File: src/rtl/pulse_stretch_pkg.sv
// Shared timing definitions for the UI output stretcher: state codes, counter width, helpers.
// Latency: n/a (types and constants only).
// Backpressure: n/a.
package pulse_stretch_pkg;

  // Per-channel state codes. 2'd3 is unused; any channel that lands there returns to idle.
  typedef enum logic [1:0] {
    ST_IDLE = 2'd0,
    ST_HOLD = 2'd1,
    ST_GAP  = 2'd2
  } ui_state_e;

  // Tick counter width. It is shared with the debouncer and bounds HOLD/GAP to 1..255 ticks.
  localparam int UI_CTR_W = 8;

  // Counter value that marks the final tick of a phase lasting 'ticks' tick_en periods.
  function automatic logic [UI_CTR_W-1:0] last_count(input int ticks);
    return UI_CTR_W'(ticks - 1);
  endfunction

endpackage : pulse_stretch_pkg

File: src/rtl/pulse_stretch_if.sv
// Bundle of the stretcher's strobe, event inputs and stretched outputs (one bit per channel).
// Latency: n/a (wiring only).
// Backpressure: none. Events are fire-and-forget single-clk pulses.
interface pulse_stretch_if #(
  parameter int WIDTH = 1
);

  logic             tick_en;
  logic [WIDTH-1:0] ev;
  logic [WIDTH-1:0] dout;
  logic [WIDTH-1:0] busy;

  // Event source side: the control logic and strobe generator.
  modport master (
    output tick_en,
    output ev,
    input  dout,
    input  busy
  );

  // Stretcher side.
  modport slave (
    input  tick_en,
    input  ev,
    output dout,
    output busy
  );

endinterface : pulse_stretch_if

File: src/rtl/pulse_stretch_1bit.sv
// One channel: a single-clk event becomes HOLD ticks of high output, followed by GAP ticks forced low.
// Latency: 1 clk from ev in idle to dout high. Outputs are registered and are decoded from the next state.
// Backpressure: none. Events during HOLD or GAP coalesce into one pending bit, or restart HOLD when PULSE_STRETCH_RETRIGGER_EN is defined.
module pulse_stretch_1bit
  import pulse_stretch_pkg::*;
#(
  parameter int HOLD_TICKS = 100,
  parameter int GAP_TICKS  = 20
) (
  input  logic clk,
  input  logic rst_n,
  input  logic tick_en,
  input  logic ev,
  output logic dout,
  output logic busy
);

  localparam logic [UI_CTR_W-1:0] HOLD_LAST = last_count(HOLD_TICKS);
  localparam logic [UI_CTR_W-1:0] GAP_LAST  = last_count(GAP_TICKS);

  ui_state_e             state_q, state_d;
  logic [UI_CTR_W-1:0]   ctr_q, ctr_d;
  logic                  pending_q, pending_d;
  logic                  dout_q, dout_d;
  logic                  busy_q, busy_d;

  // Next-state logic. The counter is cleared on every phase entry, so it never passes the phase's last value.
  always_comb begin
    state_d   = state_q;
    ctr_d     = ctr_q;
    pending_d = pending_q;

    case (state_q)
      ST_IDLE: begin
        // A tick_en in the same cycle as the event is not counted toward HOLD.
        if (ev) begin
          state_d = ST_HOLD;
          ctr_d   = '0;
        end
      end

      ST_HOLD: begin
`ifdef PULSE_STRETCH_RETRIGGER_EN
        // A new event restarts the on-time. It wins over a coincident terminating tick.
        if (ev) begin
          ctr_d = '0;
        end else if (tick_en) begin
          if (ctr_q == HOLD_LAST) begin
            state_d = ST_GAP;
            ctr_d   = '0;
          end else begin
            ctr_d = ctr_q + 1'b1;
          end
        end
`else
        // The event is remembered and replayed after the gap. The current pulse keeps its length.
        if (ev) begin
          pending_d = 1'b1;
        end
        if (tick_en) begin
          if (ctr_q == HOLD_LAST) begin
            state_d = ST_GAP;
            ctr_d   = '0;
          end else begin
            ctr_d = ctr_q + 1'b1;
          end
        end
`endif
      end

      ST_GAP: begin
        if (ev) begin
          pending_d = 1'b1;
        end
        if (tick_en) begin
          if (ctr_q == GAP_LAST) begin
            ctr_d     = '0;
            pending_d = 1'b0;
            // An event that arrives with the final gap tick still counts. It goes straight back to HOLD.
            if (pending_q || ev) begin
              state_d = ST_HOLD;
            end else begin
              state_d = ST_IDLE;
            end
          end else begin
            ctr_d = ctr_q + 1'b1;
          end
        end
      end

      default: begin
        state_d   = ST_IDLE;
        ctr_d     = '0;
        pending_d = 1'b0;
      end
    endcase

    dout_d = (state_d == ST_HOLD);
    busy_d = (state_d != ST_IDLE);
  end

  // Channel state and registered outputs. Reset aborts any pulse and drops a pending event.
  always_ff @(posedge clk or negedge rst_n) begin
    if (!rst_n) begin
      state_q   <= ST_IDLE;
      ctr_q     <= '0;
      pending_q <= 1'b0;
      dout_q    <= 1'b0;
      busy_q    <= 1'b0;
    end else begin
      state_q   <= state_d;
      ctr_q     <= ctr_d;
      pending_q <= pending_d;
      dout_q    <= dout_d;
      busy_q    <= busy_d;
    end
  end

  assign dout = dout_q;
  assign busy = busy_q;

endmodule : pulse_stretch_1bit

File: src/rtl/pulse_stretch.sv
// WIDTH independent pulse stretchers driven by a shared tick_en strobe. Option macro: PULSE_STRETCH_RETRIGGER_EN.
// Latency: 1 clk from ev to dout. dout and busy are registered.
// Backpressure: none. Each channel absorbs extra events itself (coalesce-and-replay, or retrigger with the macro).
module pulse_stretch
  import pulse_stretch_pkg::*;
#(
  parameter int WIDTH      = 1,
  parameter int HOLD_TICKS = 100,
  parameter int GAP_TICKS  = 20
) (
  input  logic              clk,
  input  logic              rst_n,
  pulse_stretch_if.slave    io
);

  // The tick counter is UI_CTR_W bits wide, so both phase lengths must fit in 1..255.
  if (HOLD_TICKS < 1 || HOLD_TICKS > 255) begin : g_bad_hold
    $error("pulse_stretch: HOLD_TICKS out of range 1..255");
  end
  if (GAP_TICKS < 1 || GAP_TICKS > 255) begin : g_bad_gap
    $error("pulse_stretch: GAP_TICKS out of range 1..255");
  end

  logic [WIDTH-1:0] dout_w;
  logic [WIDTH-1:0] busy_w;

  // One stretcher per channel. Channels share only clk, rst_n and tick_en.
  for (genvar i = 0; i < WIDTH; i++) begin : g_ch
    pulse_stretch_1bit #(
      .HOLD_TICKS (HOLD_TICKS),
      .GAP_TICKS  (GAP_TICKS)
    ) u_ch (
      .clk     (clk),
      .rst_n   (rst_n),
      .tick_en (io.tick_en),
      .ev      (io.ev[i]),
      .dout    (dout_w[i]),
      .busy    (busy_w[i])
    );
  end

  assign io.dout = dout_w;
  assign io.busy = busy_w;

endmodule : pulse_stretch

File: src/flat_wrapper.sv
// flat-port wrapper written by rule: the top's interface ports become plain ports
module pulse_stretch_flat import pulse_stretch_pkg::*;
#(
  parameter int WIDTH      = 1,
  parameter int HOLD_TICKS = 100,
  parameter int GAP_TICKS  = 20
)
  (clk, rst_n, io_tick_en, io_ev, io_dout, io_busy);
  pulse_stretch_if #(.WIDTH(WIDTH)) io_i ();
  input  logic clk;
  input  logic rst_n;
  input wire logic [$bits(io_i.tick_en)-1:0] io_tick_en;
  input wire logic [$bits(io_i.ev)-1:0] io_ev;
  output wire logic [$bits(io_i.dout)-1:0] io_dout;
  output wire logic [$bits(io_i.busy)-1:0] io_busy;
  assign io_i.tick_en = io_tick_en;
  assign io_i.ev = io_ev;
  assign io_dout = io_i.dout;
  assign io_busy = io_i.busy;
  pulse_stretch #(.WIDTH(WIDTH), .HOLD_TICKS(HOLD_TICKS), .GAP_TICKS(GAP_TICKS)) u_core (.clk(clk), .rst_n(rst_n), .io(io_i));
endmodule
File: config.mk
export PLATFORM = sky130hd
export DESIGN_NAME = pulse_stretch_flat
export DESIGN_NICKNAME = d
export VERILOG_FILES = /design/src/rtl/pulse_stretch_pkg.sv /design/src/rtl/pulse_stretch_if.sv /design/src/rtl/pulse_stretch_1bit.sv /design/src/rtl/pulse_stretch.sv /design/src/flat_wrapper.sv
export SDC_FILE = /design/constraint.sdc
export NUM_CORES = 1
export LEC_CHECK = 0
export ABC_AREA = 1
export CAP_MARGIN = 20
export CORE_ASPECT_RATIO = 0.7
export CORE_UTILIZATION = 38
export DETAILED_ROUTE_END_ITERATION = 7
export DONT_BUFFER_PORTS = 1
export SLEW_MARGIN = 30
export SYNTH_ARGS = -nofsm -noshare
export SYNTH_HDL_FRONTEND = slang
export SYNTH_HIERARCHICAL = 1
export SYNTH_SLANG_ARGS = --single-unit
export TNS_END_PERCENT = 1
File: constraint.sdc
create_clock -name clk -period 1.9 [get_ports clk]
set_clock_uncertainty 0.15 [all_clocks]
set_input_delay 0.38 -clock clk [delete_from_list [all_inputs] [get_ports clk]]
set_output_delay 0.38 -clock clk [all_outputs]
set_load 0.1 [all_outputs]
Yosys cells after proc, flatten, opt, wreduce, memory -nomap -nowiden
Cells that the tools add are included.

storage, ports and cells
  register bits after elaboration = 13
  ROM bits = 0
  memories = 0
  latch bits = 0
  word-level logic and storage cells = 35
  input bits = 4
  output and inout bits = 2
  RAM bits = 0

cells by class
  bitwise gates (word level) = 0
  mux-type cells = 17
  reduce and logical (&&, ||, !) cells = 4
  div/mod/pow operators = 0
  equal/unequal tests = 8
  multiply operators = 0
  shift-type cells = 0
  add/subtract/negate cells = 1
  magnitude comparators = 0

operators by type and width
  cell                                                 count
  two-way mux 8 bit                                    5
  one-hot mux 8 bit (3 select lines)                   1
  two-way mux 2 bit                                    5
  adder 8 x 1 -> 8 bit, second input constant          1
  equality test 8 x 5 -> 1 bit, second input constant  1
  equality test 8 x 7 -> 1 bit, second input constant  1
  != test 2 bit, second input constant                 3
  one-hot mux 2 bit (3 select lines)                   1
  equality test 2 x 1 -> 1 bit, second input constant  2
  two-way mux 1 bit                                    4
  one-hot mux 1 bit (3 select lines)                   1
  AND reduction 3 bit                                  1
  equality test 2 bit, second input constant           1
  zero test 2 bit                                      1
  nonzero test 2 bit                                   1
  logical OR 1 bit                                     1

Logic depth before layout (Yosys ltp)
Gate-level depths: netlist of the first run.

  word-level depth = 6
  depth in mapped cells = 12
  depth with buffers taken out = 12

Least setup slack after synthesis of the first run
No wires, ideal clock.

  kind = register -> register
  start = reg u_core.g_ch[0].u_ch.state_q[0]
  end = reg u_core.g_ch[0].u_ch.ctr_q[2]
  setup slack = 338 ps
  stages on the path, launching flop included = 11
  arrival time = 1,289 ps
  data required time = 1,627 ps
  buffers on the path = 0
  path through = dfrtp_1 -> inv_1 -> ha_1 -> inv_1 -> nand2_4 -> nand2_2 -> nand2_4 -> inv_8 -> nand2_1 -> xor2_1 -> a21oi_2

between the ends
  word-level cells in the longest chain between the ends = 3
  elaborated cells between the ends (all ways) = 8
  classes of those cells = eq/ne: 5; mux: 1; reduce/logical: 2

ends and longest elaborated chain
  what                                                  RTL line                   source
  start: declaration                                    pulse_stretch_1bit.sv:21   ui_state_e state_q, state_d;
  start signal: assignment                              pulse_stretch_1bit.sv:111  state_q <= state_d;
  equality test 2 x 1 -> 1 bit (tied with other cells)  pulse_stretch_1bit.sv:33   case (state_q)
  != test 2 bit (no source line)                        -
  AND reduction 3 bit (no source line)                  -
  end signal: assignment                                pulse_stretch_1bit.sv:112  ctr_q <= ctr_d;
  end: declaration                                      pulse_stretch_1bit.sv:22   logic [UI_CTR_W-1:0] ctr_q, ctr_d;

Several ways; a longest one is shown, not always the timed one.
A chain may end at the register's enable or synchronous reset.

Worst setup path after layout of the first run
Ends and elaborated chain as after synthesis.

==> results of run 1 <==
-- layout by cell type, fill, tap and decap left out, types with 3 or more instances in the layout --
| cell | count |
|---|---|
| a21oi_1 | 5 |
| clkbuf_4 | 3 |
| dfrtp_1 | 13 |
| ha_1 | 5 |
| inv_1 | 19 |
| nand2_1 | 28 |
| nand2_2 | 6 |
| nand2_4 | 3 |
| nand3_1 | 8 |
| nor2_1 | 7 |
| nor2_2 | 6 |
| o21ai_1 | 3 |
-- cell type report --
| class | count | area [sq um] |
|---|---|---|
| clock inverter | 1 | 5.00 |
| timing repair buffer | 3 | 25.0 |
| fill | 218 | 1200 |
| inverter | 23 | 93.8 |
| sequential | 13 | 325 |
| clock buffer | 3 | 22.5 |
| tap | 32 | 40.0 |
| multi-input combinational | 84 | 494 |
-- power breakdown --
part | switching (mW) | total, mW | internal (mW)
logic | 0.486 | 0.668 | 0.182
clock network | 0.0966 | 0.175 | 0.0780
registers | 0.0409 | 0.378 | 0.337
-- how the worst max path moves through the flow --
stage,from,endpoint,cells after the start
floorplan,u_core/g_ch[0].u_ch/state_q[0],u_core/g_ch[0].u_ch/ctr_q[2],10
finish,u_core/g_ch[0].u_ch/state_q[0],u_core/g_ch[0].u_ch/ctr_q[2],10
CTS,u_core/g_ch[0].u_ch/state_q[0],u_core/g_ch[0].u_ch/ctr_q[2],10
global route,u_core/g_ch[0].u_ch/state_q[0],u_core/g_ch[0].u_ch/ctr_q[6],11
detailed placement,u_core/g_ch[0].u_ch/state_q[0],u_core/g_ch[0].u_ch/ctr_q[2],10
global placement,u_core/g_ch[0].u_ch/state_q[0],u_core/g_ch[0].u_ch/ctr_q[3],9
-- synthesized netlist by cell type, types with 2 or more instances --
cell and number:
a21oi_1 5, nand2_2 6, nor2_2 6, o21ai_1 3, a21oi_2 2, xor2_1 2
nand3_1 8, nor2_1 7, dfrtp_1 13, ha_1 5, inv_1 19, inv_2 2
nand2_4 3, nand2_1 28, o31ai_1 2
-- critical path, delay by kind of cell (launching register included) --
family | cells | cell delay [ns]
xor+xnor | 1 | 0.19
simple gates | 4 | 0.32
flops | 1 | 0.43
compound gates | 1 | 0.04
buf+inv | 3 | 0.28
fa+ha+maj | 1 | 0.22
-- registers in the layout, indices dropped and copies added (netlist names) --
signal	cells
u_core/g_ch.u_ch/dout	1
u_core/g_ch.u_ch/state_q	2
u_core/g_ch.u_ch/busy	1
u_core/g_ch.u_ch/pending_q	1
u_core/g_ch.u_ch/ctr_q	8
-- kinds of logic after synthesis --
logic type | synth area share (%)
AOI/OAI and AO/OA | 9.45
DFF | 35.6
adders and majority gates | 6.85
and+or+nand+nor | 35.9
buffers and inverters | 10.3
xor gates and xnor gates | 1.92
-- per-stage QoR --
stage          hold WS, ns  worst slack [ns]  std cells
2_1_floorplan      -0.0656             0.338        120
3_3_place_gp       -0.0652             0.183        154
3_5_place_dp       -0.0652             0.175        154
4_1_cts              0.197             0.155        159
5_1_grt              0.225            0.0161        159
6_report             0.209             0.157        159
-- routing by layer --
| metal | share of wire, % | routed length, um | GRT usage, % | vias up |
|---|---|---|---|---|
| met2 | 38 | 667 | 20.2 | 12 |
| met5 | 0 | 0 | 0 | - |
| met4 | 0.62 | 11 | 4.09 | 0 |
| met3 | 5.8 | 103 | 5.49 | 2 |
| li1 | - | - | - | 388 |
| met1 | 56 | 992 | 25.1 | 346 |
==> impl_metrics.ini, run 1 <==
[route]
drtIter0Drc = 49
post-route-drc-count = 0
drt_first_pass_iters = 4
via_per_inst = 4.70
routed_wl_um = 1770
vias = 748
routedWlPerCell_um = 11.2
ant_nets = 0

[worst_hold_path]
hold_path_class = in2reg
min_path_cells = 4
hold_end = u_core/g_ch[0].u_ch/state_q[1]
min_from = io_tick_en

[grt]
grt.overflow.total = 0
grt_pass1_wl_um = 2960
grt_max_degree = 14
grt_pass1_vias = 650
antenna_found_initial = 0
grtUsageTotal_pct = 16.0

[logic_synthesis]
ys_seq_elements = 13
synth_cells = 120
synth_fp_nets = 129
synth_area_sq_um = 913
synth_cell_type_count = 24
seq_area_frac_synth_pct = 35.6
synth-edff-count = 0
synth_top_area_share_pct = 35.6
synth-main-ff-cell = dfrtp_1
synth.area.top_cells = dfrtp_1 36%, nand2_1 12%, inv_1 7.8%, ha_1 6.8%, nand3_1 4.4%
yosys_warnings = 6
yosysTopAreaCell = dfrtp_1
async_flop_share_pct = 100
postSynthAreaPerCell_sq_um = 7.61

[finish]
num_antenna_cells = 0
drive_above_1_share_pct = 23.6
fin_util_pct = 45.6
fin_nets = 137
syn2layout_area_growth_pct = 10.1
final_area_sq_um = 1010

[sta]
tightestPinTransition_ns = 0.623
finalMaxSlewViolations = 0
fmax_ghz = 0.574
setup_viol = 0
rsz0062_at_grt = false
hold_viol = 0
fin_tns_setup_ns = 0
post-route-period-util_pct = 91.7
timing.slew.headroom_pct = 58.3
period_needed_ns = 1.74

[power_and_ir_drop]
power_leakage_nw = 0.458
ir_drop_mv = 0.686
p_total_mw = 1.22
power.density_nw_per_um2 = 1210

[run]
maxCapViolCount = 0

[place]
port_buffers = 0
place.gp.congestion = 0.826
dp_hpwl_um = 1410
placed_area_sq_um = 968

[clocking]
clk_latency_ns = 0.28
cts_resized = 0
cts_setup_buffers = 0
clk_pin_slew_ns = 0.09
cts_buffers = 3
cts_tree = built
clock-sinks = 13
cts_hold_buf = 1
clock_path_buffers = 2
h-tree-depth = 1
clock-root-buffer = clkbuf_4

[critical_path]
r2r_start = u_core/g_ch[0].u_ch/state_q[0]
path_class = reg2reg
critPathCaptureType = flop
cpMaxStageDelayCell = dfrtp_1
worstSetupStartpointType = flop
path_max_fanout = 10
crit_chain = inv_1, ha_1, inv_1, nand2_4, nand2_2, nand2_4, inv_8, nand2_1, xor2_1, a21oi_2
cp.arrival_ns = 1.76
slowest_delay_ns = 0.43
worstPathRequired_ns = 1.92
r2r_end = u_core/g_ch[0].u_ch/ctr_q[2]
r2r_setup_slack_ns = 0.16
r2r_cells = 10

[die]
fp-row-count = 14
initial_core_util_pct = 41.4
die_area_sq_um = 2610
core_area_sq_um = 2210
die_h_um = 43.0
die_w_um = 60.6
ios = 6

[run_status]
status = finished clean
Power figures use the tool's default switching activity.
==> run 2, diff against run 1 <==
clock period = 1.5 ns   (was 1.9 ns; I/O delays follow)
==> impl_metrics.ini, run 2 (synthesis gave the netlist of run 1 again) <==
[clocking]
clock-root-buffer = clkbuf_4
h-tree-depth = 1
cts_tree = built
clock_path_buffers = 2
clock-sinks = 13
clk_pin_slew_ns = 0.09
cts_buffers = 3
clk_latency_ns = 0.28

[worst_hold_path]
min_path_cells = 4
min_from = io_tick_en
hold_path_class = in2reg

[sta]
post-route-period-util_pct = 105
period_needed_ns = 1.57
fin_tns_setup_ns = -0.499
fmax_ghz = 0.637
setup_ws_ns = -0.0693
setup_viol = 11
tightestPinTransition_ns = 0.613
hold_viol = 0
timing.slew.headroom_pct = 59.0
finalMaxSlewViolations = 0
rsz0062_at_grt = true

[finish]
regMostFlops = u_core/g_ch.u_ch/ctr_q
syn2layout_area_growth_pct = 35.5
drive_above_1_share_pct = 42.1
mostFrequentLayoutCells = 25 x nand2_1, 19 x buf_4, 16 x inv_1, 11 x dfrtp_1, 8 x nand3_1
largest_reg_flops = 8
top_regs = u_core/g_ch.u_ch/ctr_q: 8 flops, u_core/g_ch.u_ch/state_q: 2 flops
final_area_sq_um = 1240
num_antenna_cells = 0
final_common_cell = nand2_1
fin_nets = 155

[route]
vias = 791
drtIter0Drc = 34
dr_wl_met2_um = 927
routed.top_layer = met3
met1_length_um = 1080
routed_wl_um = 2080
routedWlPerCell_um = 11.7
via_per_inst = 4.47
ant_nets = 0
post-route-drc-count = 0
drt_first_pass_iters = 4
wl_met3_um = 66

[run]
maxCapViolCount = 0

[grt]
antenna_found_initial = 0
grtUsageTotal_pct = 18.5
grt_max_degree = 14
grt_pass1_wl_um = 3410
grt.overflow.total = 0
grt_pass1_vias = 742

[place]
pre_cts_slack_ns = -0.124
dp_hpwl_um = 1480
placed_area_sq_um = 1110
port_buffers = 0
place.gp.congestion = 0.835

[run_status]
violations = negative setup slack
status = finished with violations

[critical_path]
path_class = reg2reg
critPathCaptureType = flop
path_max_fanout = 5
worstSetupStartpointType = flop
cp.arrival_ns = 1.60
crit_start = u_core/g_ch[0].u_ch/ctr_q[2]
r2r_cells = 8
r2r_setup_slack_ns = -0.07
worstPathRequired_ns = 1.53
r2r_start = u_core/g_ch[0].u_ch/ctr_q[2]

[power_and_ir_drop]
p_total_mw = 1.93
ir_drop_mv = 1.03
power.density_nw_per_um2 = 1560
power_leakage_nw = 0.559

[die]
ios = 6
fp-row-count = 14
die_area_sq_um = 2610
die_h_um = 43.0
die_w_um = 60.6
initial_core_util_pct = 41.4
core_area_sq_um = 2210
==> run 2: cell types whose count changed in the layout (fill, tap and decap cells not counted), moves of 3 or more <==
cell,delta
buf_4,+17
inv_4,+4
ha_4,+3
inv_1,-3
nand2_1,-3
ha_1,-4
==> run 2: worst paths after layout <==
check / endpoint
worst min-delay path: u_core/g_ch[0].u_ch/state_q[1]
max in group asynchronous: u_core/g_ch[0].u_ch/state_q[0]
worst max-delay path: u_core/g_ch[0].u_ch/busy
worst min register to register: u_core/g_ch[0].u_ch/pending_q
worst max register to register: u_core/g_ch[0].u_ch/busy
min in group asynchronous: u_core/g_ch[0].u_ch/ctr_q[0]
==> run 2: what timing repair did <==
| action | CTS | global route |
|---|---|---|
| setup buffers | 2 | 1 |
| cloned | 1 | 0 |
| pin swaps | 2 | 1 |
| endpoints found under the hold margin | 13 | 0 |
| hold buffers | 1 | 0 |
| gates resized for setup | 7 | 8 |
| endpoints found under the setup margin | 11 | 13 |
==> run 2: critical path, stage by stage (launching register included) <==
cell and delay [ns]:
dfrtp_1 0.47, nor2_1 0.11, nand2_1 0.10, nor2_4 0.18, nand2_1 0.07, a21oi_1 0.12, nand2_1 0.11, nand2_2 0.10
nand2_1 0.05
==> run 2: power breakdown <==
group,switching (mW),internal (mW),leakage (nW)
clock,0.126,0.0989,0.0177
sequential,0.0657,0.429,0.170
combinational,0.755,0.457,0.372
==> run 2: layout make-up <==
class,instances,area (sq um)
Clock buffer,3,22.5
Clock inverter,1,5.00
Fill cell,206,970
Inverter,23,101
Multi-Input combinational cell,84,582
Sequential cell,13,328
Tap cell,32,40.0
Timing Repair Buffer,20,153
Timing Repair inverter,1,6.26
==> run 2: routing by layer <==
metal | track usage [%] | vias up
met5 | 0 | -
met3 | 6.71 | 0
met2 | 27.9 | 11
met4 | 2.73 | 0
li1 | - | 422
met1 | 25.8 | 358
==> run 2: metrics by stage <==
step	util [%]	hold WS [ns]	cells
finish	56.1	0.143	177
detailed placement	50.1	-0.145	168
global route	56.1	0.143	177
floorplan	-	-0.146	120
global placement	50.1	-0.145	168
CTS	54.4	0.138	176
==> run 3, diff against run 2 <==
SYNTH_HIERARCHICAL = not set   (was 1)
==> impl_metrics.ini, run 3 <==
[run_status]
status = finished with violations
violations = negative setup slack

[route]
routed_wl_um = 1670
drt_first_pass_iters = 4
vias = 701
ant_nets = 0
routedWlPerCell_um = 11.0
via_per_inst = 4.61
drtIter0Drc = 15
post-route-drc-count = 0

[sta]
fin_tns_setup_ns = -0.799
rsz0062_at_grt = true
period_needed_ns = 1.62
tightestPinTransition_ns = 0.563
hold_viol = 0
post-route-period-util_pct = 108
fmax_ghz = 0.616
setup_viol = 11
setup_ws_ns = -0.123
timing.slew.headroom_pct = 62.4
finalMaxSlewViolations = 0

[finish]
drive_above_1_share_pct = 38.5
top_regs = u_core.g_ch.u_ch.ctr_q: 8 flops, u_core.g_ch.u_ch.state_q: 2 flops
num_antenna_cells = 0
syn2layout_area_growth_pct = 28.8
fillers = 176
fin_util_pct = 55.1
mostFrequentLayoutCells = 20 x nand2_1, 12 x inv_1, 12 x buf_4, 12 x dfrtp_1, 9 x nor2_1
register_area_sq_um = 327
largest_reg_flops = 8
fin_nets = 132
regMostFlops = u_core.g_ch.u_ch.ctr_q
final_area_sq_um = 1080
final_common_cell = nand2_1
multi_input_area_sq_um = 526

[logic_synthesis]
yosys_warnings = 0
synth-edff-count = 0
postSynthAreaPerCell_sq_um = 8.02
synth_top_family_by_area = simple AND/OR/NAND/NOR gates
synth_top_area_share_pct = 38.6
synth-main-ff-cell = dfrtp_1
synth.most_common_cell = nand2_1
synth_compound_area_share_pct = 8.47
synth_cells = 105
async_flop_share_pct = 100
muxShareOfSynthArea_pct = 0
ys_seq_elements = 13
synth.area.top_cells = dfrtp_1 39%, nand2_1 9.8%, ha_1 7.4%, inv_1 6.7%, nor2_1 4.0%
synthAdderAreaFrac_pct = 7.43
yosysTopAreaCell = dfrtp_1
synth_common_cells = 22 x nand2_1, 15 x inv_1, 13 x dfrtp_1, 9 x nor2_1
seq_area_frac_synth_pct = 38.6
synth_area_sq_um = 842
synth_fp_nets = 114
synth_cell_type_count = 22
synthSimpleGateAreaFrac_pct = 34.5
synth-xor-area-share_pct = 3.12

[power_and_ir_drop]
p_total_mw = 1.67
power_leakage_nw = 0.461
ir_drop_mv = 1.40
power.density_nw_per_um2 = 1540

[grt]
grt_max_degree = 14
grtUsageTotal_pct = 16.3
use_met2_pct = 24.4
grt.overflow.total = 0
met1_usage_pct = 24.0
grt_pass1_vias = 623
use_met3_pct = 3.70
grt_busiest_layer = met2
grt_pass1_wl_um = 2790
antenna_found_initial = 0

[place]
place.gp.congestion = 0.814
pre_cts_slack_ns = -0.162
placed_area_sq_um = 1010
dp_hpwl_um = 1320
port_buffers = 0

[die]
ios = 6
die_area_sq_um = 2410
die_h_um = 41.4
fp-row-count = 13
die_w_um = 58.3
initial_core_util_pct = 42.8
core_area_sq_um = 1970

[critical_path]
path_class = reg2reg
worstPathRequired_ns = 1.51
worstSetupStartpointType = flop
critPathCaptureType = flop
cp.arrival_ns = 1.63
path_max_fanout = 6

[clocking]
cts_tree = built
clock-root-buffer = clkbuf_4
clk_latency_ns = 0.27
clock-sinks = 13
clk_pin_slew_ns = 0.08
h-tree-depth = 1
cts_buffers = 3
clock_path_buffers = 2

[worst_hold_path]
hold_path_class = in2reg

[run]
maxCapViolCount = 0
## run 3: metal layers
layer,routed length (um),vias up
met5,0,-
met4,0,0
met3,61,0
met2,699,10
met1,912,325
li1,-,366
## run 3: through the flow
stage | hold slack (ns) | std cells
3_3_place_gp | -0.145 | 146
4_1_cts | 0.0975 | 152
6_report | 0.111 | 152
5_1_grt | 0.0936 | 152
2_1_floorplan | -0.146 | 105
3_5_place_dp | -0.145 | 146
## run 3: cell type report
class                           instances  share of cell area (%)
Timing Repair Buffer                   13                    9.23
Clock buffer                            4                    2.42
Sequential cell                        13                    30.1
Inverter                               17                    6.34
Multi-Input combinational cell         75                    48.4
Tap cell                               30                    3.46
## run 3: timing repair
item | in CTS | in global routing
endpoints found under the hold margin | 13 | 0
pin swaps | 2 | 2
setup endpoints to repair | 12 | 13
setup buffers | 1 | 0
gates cloned | 0 | 0
hold buffers | 1 | 0
resized for setup | 5 | 4
## run 3: kinds of logic (layout without fill, tap and decap cells)
kind of cell,count (synthesis),after routing
compound gates,9,9
buf+inv,17,34
flops,13,13
simple gates,58,58
fa+ha+maj,5,5
xor+xnor,3,3
## run 3: worst paths after layout
check,end,slack (ns),from,cells past startpoint
min,u_core.g_ch[0].u_ch.state_q[1],0.11,io_ev,3
min in group asynchronous,u_core.g_ch[0].u_ch.ctr_q[7],0.31,rst_n,1
max reg2reg,u_core.g_ch[0].u_ch.ctr_q[6],-0.12,u_core.g_ch[0].u_ch.state_q[1],8
max in group asynchronous,u_core.g_ch[0].u_ch.state_q[0],0.48,rst_n,1
max,u_core.g_ch[0].u_ch.ctr_q[6],-0.12,u_core.g_ch[0].u_ch.state_q[1],8
min reg2reg,u_core.g_ch[0].u_ch.pending_q,0.39,u_core.g_ch[0].u_ch.pending_q,2
## run 3: worst max-delay path, cell delays in order (launching register included)
cell and delay, ns:
dfrtp_1 0.43, inv_2 0.14, ha_4 0.15, inv_4 0.03, o22ai_4 0.26, inv_4 0.08
nand3_2 0.07, xor2_1 0.14, nor2_1 0.05
## run 3: report_power, final
part	switching, mW	internal (mW)
clock network	0.104	0.103
logic	0.628	0.354
registers	0.0539	0.430
